File: src/rtl/uart_fifo_ctrl.sv
// rtl/uart_fifo_ctrl.sv - UART 16550 FIFO control: FCR decode, flush sequencing, strobe gating, RX timeout
module uart_fifo_ctrl #(
   parameter int RST_CYCLES = 2,
   parameter int TO_CHARS   = 4
) (
   input  logic       clk,
   input  logic       rst,
   input  logic       fcr_wr,
   input  logic [7:0] fcr_din,
   input  logic [3:0] char_bits,
   input  logic       baud_tick,
   input  logic       rx_empty,
   input  logic       rx_push_req,
   input  logic       rx_pop_req,
   input  logic       tx_push_req,
   input  logic       tx_pop_req,
   output logic       rx_push,
   output logic       rx_pop,
   output logic       tx_push,
   output logic       tx_pop,
   output logic       fifo_en,
   output logic       rx_fifo_rst,
   output logic       tx_fifo_rst,
   output logic [3:0] rx_threshold,
   output logic       char_timeout,
   output logic       busy
);

   typedef enum logic {IDLE = 1'b0, FLUSH = 1'b1} state_t;

   localparam logic [3:0]  RST_LOAD = 4'(RST_CYCLES);
   localparam logic [11:0] TO_MULT  = 12'(TO_CHARS);

   state_t      state, state_nxt;
   logic [3:0]  flush_cnt, flush_cnt_nxt;
   logic        pend_rx, pend_tx, pend_rx_nxt, pend_tx_nxt;
   logic        en_change, req_rx, req_tx, req_any;
   logic [3:0]  thr_map;
   logic [3:0]  char_clamp;
   logic [11:0] to_limit, to_cnt, to_cnt_nxt;
   logic        to_clr_cnt, to_clr_flag;
   logic        unused_fcr_bits;

   assign unused_fcr_bits = ^fcr_din[5:3];

   // Toggling the enable flushes both FIFOs regardless of the reset bits
   always_comb begin
      en_change = fcr_wr & (fcr_din[0] ^ fifo_en);
      req_rx    = (fcr_wr & fcr_din[0] & fcr_din[1]) | en_change;
      req_tx    = (fcr_wr & fcr_din[0] & fcr_din[2]) | en_change;
      req_any   = req_rx | req_tx;
      case (fcr_din[7:6])
         2'b00:   thr_map = 4'h0;
         2'b01:   thr_map = 4'h3;
         2'b10:   thr_map = 4'h7;
         default: thr_map = 4'hD;
      endcase
   end

   always_ff @(posedge clk) begin
      if (rst) begin
         fifo_en      <= 1'b0;
         rx_threshold <= 4'h0;
      end else if (fcr_wr) begin
         fifo_en <= fcr_din[0];
         if (fcr_din[0])
            rx_threshold <= thr_map;
      end
   end

   always_ff @(posedge clk) begin
      if (rst) begin
         state     <= IDLE;
         flush_cnt <= 4'd0;
         pend_rx   <= 1'b0;
         pend_tx   <= 1'b0;
      end else begin
         state     <= state_nxt;
         flush_cnt <= flush_cnt_nxt;
         pend_rx   <= pend_rx_nxt;
         pend_tx   <= pend_tx_nxt;
      end
   end

   // A write during a flush merges its requests and restarts the pulse
   always_comb begin
      state_nxt     = state;
      flush_cnt_nxt = flush_cnt;
      pend_rx_nxt   = pend_rx;
      pend_tx_nxt   = pend_tx;
      case (state)
         IDLE: begin
            if (req_any) begin
               state_nxt     = FLUSH;
               flush_cnt_nxt = RST_LOAD;
               pend_rx_nxt   = req_rx;
               pend_tx_nxt   = req_tx;
            end
         end
         FLUSH: begin
            if (req_any) begin
               flush_cnt_nxt = RST_LOAD;
               pend_rx_nxt   = pend_rx | req_rx;
               pend_tx_nxt   = pend_tx | req_tx;
            end else if (flush_cnt == 4'd1) begin
               state_nxt     = IDLE;
               flush_cnt_nxt = 4'd0;
               pend_rx_nxt   = 1'b0;
               pend_tx_nxt   = 1'b0;
            end else begin
               flush_cnt_nxt = flush_cnt - 4'd1;
            end
         end
         default: state_nxt = IDLE;
      endcase
   end

   always_comb begin
      busy        = (state == FLUSH);
      rx_fifo_rst = busy & pend_rx;
      tx_fifo_rst = busy & pend_tx;
   end

   assign rx_push = rx_push_req & ~busy & ~rst;
   assign rx_pop  = rx_pop_req  & ~busy & ~rst;
   assign tx_push = tx_push_req & ~busy & ~rst;
   assign tx_pop  = tx_pop_req  & ~busy & ~rst;

   always_comb begin
      if (char_bits < 4'd7)
         char_clamp = 4'd7;
      else if (char_bits > 4'd12)
         char_clamp = 4'd12;
      else
         char_clamp = char_bits;
      to_limit    = {4'd0, char_clamp, 4'd0} * TO_MULT;
      to_clr_cnt  = rx_push | rx_pop | rx_empty | ~fifo_en | rx_fifo_rst;
      to_clr_flag = rx_pop | rx_fifo_rst | ~fifo_en;
      if (to_clr_cnt)
         to_cnt_nxt = 12'd0;
      else if (to_cnt >= to_limit)
         to_cnt_nxt = to_limit;
      else if (baud_tick)
         to_cnt_nxt = to_cnt + 12'd1;
      else
         to_cnt_nxt = to_cnt;
   end

   // The flag survives a push; only a read, a flush or disabling clears it
   always_ff @(posedge clk) begin
      if (rst) begin
         to_cnt       <= 12'd0;
         char_timeout <= 1'b0;
      end else begin
         to_cnt <= to_cnt_nxt;
         if (to_clr_flag)
            char_timeout <= 1'b0;
         else if (to_cnt_nxt == to_limit)
            char_timeout <= 1'b1;
      end
   end

endmodule

File: config.mk
export PLATFORM = sky130hd
export DESIGN_NAME = uart_fifo_ctrl
export DESIGN_NICKNAME = d
export VERILOG_FILES = /design/src/rtl/uart_fifo_ctrl.sv
export SDC_FILE = /design/constraint.sdc
export NUM_CORES = 1
export LEC_CHECK = 0
export CORE_ASPECT_RATIO = 0.75
export CORE_MARGIN = 3
export CORE_UTILIZATION = 45
export DETAILED_ROUTE_END_ITERATION = 7
export GPL_TIMING_DRIVEN = 0
export PLACE_DENSITY = 0.73
export SLEW_MARGIN = 20
export SYNTH_ARGS = -nofsm -noshare
export SYNTH_HDL_FRONTEND = slang
export SYNTH_SLANG_ARGS = --single-unit
File: constraint.sdc
create_clock -name clk -period 2.13 [get_ports clk]
set_input_delay 0.213 -clock clk [delete_from_list [all_inputs] [get_ports clk]]
set_output_delay 0.213 -clock clk [all_outputs]
set_load 0.05 [all_outputs]
; After elaboration in Yosys (flattened, before gate mapping)
; Index checks and enable logic that the tools add are counted.
[totals]
reg_bits = 25
out_inout_bits = 13
[op_classes]
bitwise_logic = 29
n_eq_ne = 6
n_reduce_logical = 4
magnitude_cmp = 3
n_mux = 21
add_sub_neg = 2
[op_table]
columns = op, n
row1 = $mux 12, 3
row2 = $mux 4, 5
row3 = $and 1x1->1, 14
row4 = $add 12x1->12 const B, 1
row5 = $eq 12x10->1, 1
row6 = $ge 12x10->1, 1
row7 = $pmux 4 s3, 1
row8 = $or 1x1->1, 11
row9 = $mux 1, 8
row10 = $pmux 4 s2, 1
row11 = $pmux 1 s2, 3
row12 = $eq 4x1->1 const B, 1
row13 = $gt 4x4->1 const B, 1
row14 = $lt 4x3->1 const B, 1
row15 = $reduce_and 2->1, 2
row16 = $sub 4x1->4 const B, 1
row17 = $ne 3x1->1 const B, 1
row18 = $not 1->1, 3
row19 = $eq 2x1->1 const B, 1
row20 = $eq 2x2->1 const B, 1
row21 = $logic_not 2->1, 1
row22 = $ne 2x2->1 const B, 1
row23 = $reduce_or 2->1, 1
row24 = $xor 1x1->1, 1

; Longest topological paths before layout
[logic_depth]
ltp_word = 9
ltp_mapped = 8
ltp_nobuf = 8

; Least setup slack after synthesis
; OpenSTA, ideal clock, no wires.
[synth_path]
path_type = flip-flop to output port
from = register state (netlist: busy)
to = output port rx_pop
path_stages_with_launch = 3
setup_slack_ps = 47
required_ps = 1917
arrival_time_ps = 1870
path_buffers = 1
cell_sequence = dfxtp_1 > clkbuf_1 > nor3_1
[synth_between]
elab_chain_cells = 3
[synth_rtl]
columns = item, line_no
row1 = start: declaration, 34  ; state_t state, state_nxt;
row2 = start signal: assignment, 78  ; state <= state_nxt;
row3 = $not 1->1, n/a
row4 = $and 1x1->1 (2 in series), 125  ; assign rx_pop = rx_pop_req & ~busy & ~rst;
row5 = end: declaration, 18  ; output logic rx_pop,
; Every way passes these cells.

; Worst setup path in the final report
[layout_path]
from = input port char_bits[0]
to = register to_cnt[9]
[layout_between]
elab_chain_cells = 6
elab_cells_between_ends = 7
classes_between = order compare (3) / mux (4)
[layout_rtl]
columns = item, line_no
row1 = start: declaration, 10  ; input logic [3:0] char_bits,
row2 = $gt 4x4->1, 132  ; else if (char_bits > 4'd12)
row3 = $mux 4, 132
row4 = $mux 4 *, 130  ; if (char_bits < 4'd7)
row5 = $ge 12x10->1, 141  ; else if (to_cnt >= to_limit)
row6 = $mux 12 *, 141
row7 = $mux 12 *, 139  ; if (to_clr_cnt)
row8 = end signal: assignment, 155  ; to_cnt <= to_cnt_nxt;
row9 = end: declaration, 40  ; logic [11:0] to_limit, to_cnt, to_cnt_nxt;
; Mark *: on every way between the ends. The rest lies on a longest branch, timed or not.
; A chain may end at the register's enable or synchronous reset.

==> impl_metrics.tcl <==
set metrics [dict create \
    h-tree-depth 1 \
    ys.flop_type "dfxtp_1" \
    synth.yosys.seq_area_share 0.315 \
    hold_violations 0 \
    cts_hold_buf 0 \
    rows 18 \
    relSlewSlack 0.592 \
    drive_above_1_share 0.141 \
    synthArstFlopShare 0 \
    synth_cell_types 51 \
    critical-path-max-stage-delay_ps 400 \
    cp-start-kind "input port" \
    grt_max_degree 16 \
    cts.sinks 25 \
    synth_area_sq_mm 0.00159 \
    critPathArrivalTime_ps 2200 \
    clockRootBuffer "clkbuf_8" \
    grt_use_total 0.186 \
    tritoncts.num_buffers 3 \
    fin_nets 253 \
    timing.final.crit_period_ps 2010 \
    setup_violations 0 \
    coreArea_sq_mm 0.00333 \
    clk_pin_slew_worst_paths_ps 90 \
    cp-end-kind "flip-flop" \
    via_per_inst 5.65 \
    die_y_microns 57.4 \
    grt_pass1_wl_microns 6250 \
    die_w_microns 74.6 \
    drt_iter0_drc 85 \
    synth.top_cells.by_area "dfxtp_1 (32%), ha_1 (8.7%), nor2_1 (5.2%)" \
    yosys.area.top_type "dfxtp_1" \
    yosys.area.top_type_share 0.315 \
    dp_cells 255 \
    initial_core_util 0.476 \
    dp_hpwl_microns 2910 \
    cap_violations 0 \
    drc 0 \
    clkLatencyLatePin_ps 270 \
    p_leak_nw 0.761 \
    cts_tree "done" \
    crit_buf_inv 2 \
    tightest_slew_ps 608 \
    synthCells 186 \
    syn_nets 218 \
    status "completed" \
    fmax_ghz 0.498 \
    drtPass1Iterations 4 \
    fin_worst_skew_ps 3.23 \
    worstPathMaxFanout 5 \
    area_growth_syn_to_layout_pct 29.7 \
    cp.required_ps 2320 \
    die_area_sq_mm 0.00428 \
    place.gp.congestion 0.820 \
    synth-edff-count 0 \
    synth_common_cells "dfxtp_1 (25), nor2_1 (22), inv_1 (14), nand2_1 (14), ha_1 (11)" \
    setup.worst_path.class "in2reg" \
    rsz0062_at_grt "false" \
    via_count 1468 \
    detail_route.wl_per_cell_microns 14.5 \
    pin_count 34 \
    slowest_stage "clkdlybuf4s50_1" \
    power_density_mw_per_mm2 497 \
    final_util 0.617 \
    critical-path-top-delay-family "compound AO/OA/AOI/OAI gates" \
    fin_cells 260 \
    antenna_cells 0 \
    ant_nets 0 \
    synth_most_common_cell "dfxtp_1" \
    crit_chain "clkdlybuf4s50_1 -> a21o_1 -> ha_1 -> nor4bb_4 -> a311oi_2 -> buf_4 -> o21ai_4 -> nor2_1 -> a211oi_2" \
    tns_ps 0 \
    drv_slew 0 \
    avgSynthCellArea_sq_um 8.53 \
    port_buffers 29 \
    total_power_mw 1.02 \
    yosysWarnings 0 \
    grt-ovfl-total 0 \
    holdCritPathClass "in2reg" \
    antenna_found_initial 0 \
    clk_path_buf_depth 2 \
    grt_pass1_vias 1429 \
    post-route-period-util 0.943 \
    vdd_drop_max_mv 0.361 \
    wl_microns 3770 \
    synth-seq-cells 25 \
]
==> metrics by stage <==
step                      worst slack [ps]  hold WS [ps]  instance area [sq um]
after CTS                             11.2           291                   2020
final                                  122           312                   2060
after floorplan                       46.6           289                   1590
after global placement                -525           453                   1930
after detailed placement              -583           459                   1930
after global routing                  2.16           327                   2060
==> routing by layer <==
metal,share of wire,vias to the layer above,GRT usage
li1,-,730,-
met5,0,-,0
met3,0.043,2,0.0387
met4,0.0045,0,0.0254
met1,0.47,693,0.243
met2,0.48,43,0.324
==> placed cells by master, fill, tap and decap left out, types with 3 or more instances in the layout <==
cell,netlist,routed
and2_1,6,6
nor2_1,22,22
nor4_1,4,3
clkdlybuf4s50_1,0,22
a21oi_1,10,9
inv_1,14,13
nand2b_1,4,3
xnor2_1,4,4
a211oi_1,4,3
dfxtp_2,0,3
clkbuf_8,0,3
ha_1,11,10
and3_1,3,3
dfxtp_1,25,22
mux2i_1,3,3
xor2_1,4,4
dlygate4sd2_1,0,6
o21ai_0,7,6
nor3_1,9,9
nand2_1,14,14
==> cell families after synthesis <==
| kind of cell | share of synthesized area |
|---|---|
| multiplexers | 0.0331 |
| AO/OA/AOI/OAI | 0.178 |
| XOR/XNOR | 0.0725 |
| adder cells (fa/ha/maj) | 0.0867 |
| buffers and inverters | 0.0434 |
| other | 0.00236 |
| flip-flops | 0.315 |
| AND/OR/NAND/NOR | 0.268 |
==> area by class of cell <==
cell class                      count  area, sq um
Fill cell                         292         1270
Clock inverter                      1         7.51
Timing Repair Buffer               30          290
Sequential cell                    25          504
Buffer                              4         17.5
Clock buffer                        3         41.3
Multi-Input combinational cell    143         1090
Inverter                           14         52.6
Tap cell                           40         50.0
==> what timing repair did <==
action / 4_1_cts / 5_1_grt
gates resized for setup: 19 / 11
endpoints found under the hold margin: 0 / 0
setup endpoints to repair: 17 / 14
buffers inserted: 1 / 0
pin swaps: 2 / 2
==> where the power goes <==
part	internal (mW)	total, mW	switching, mW
clock	0.133	0.289	0.156
sequential	0.485	0.500	0.0154
combinational	0.101	0.234	0.134
total	0.718	1.02	0.305
==> worst paths after layout <==
| path | to | slack (ps) | cells after the start | start |
|---|---|---|---|---|
| max reg2reg | char_timeout | 130 | 6 | to_cnt[0] |
| max | to_cnt[9] | 120 | 9 | char_bits[0] |
| min reg2reg | rx_threshold[1] | 480 | 2 | rx_threshold[1] |
| min | to_cnt[0] | 310 | 3 | baud_tick |
==> tightest hold or removal path: stages <==
cell	delay (ps)
buf_2	170
xnor2_1	140
nor2_1	30
==> flip-flops by register name, summed over array words and instances (netlist names) <==
name          count
to_cnt           12
fifo_en           1
pend_rx           1
busy              1
pend_tx           1
flush_cnt         4
char_timeout      1
rx_threshold      4
(Power assumes the default switching activity.)
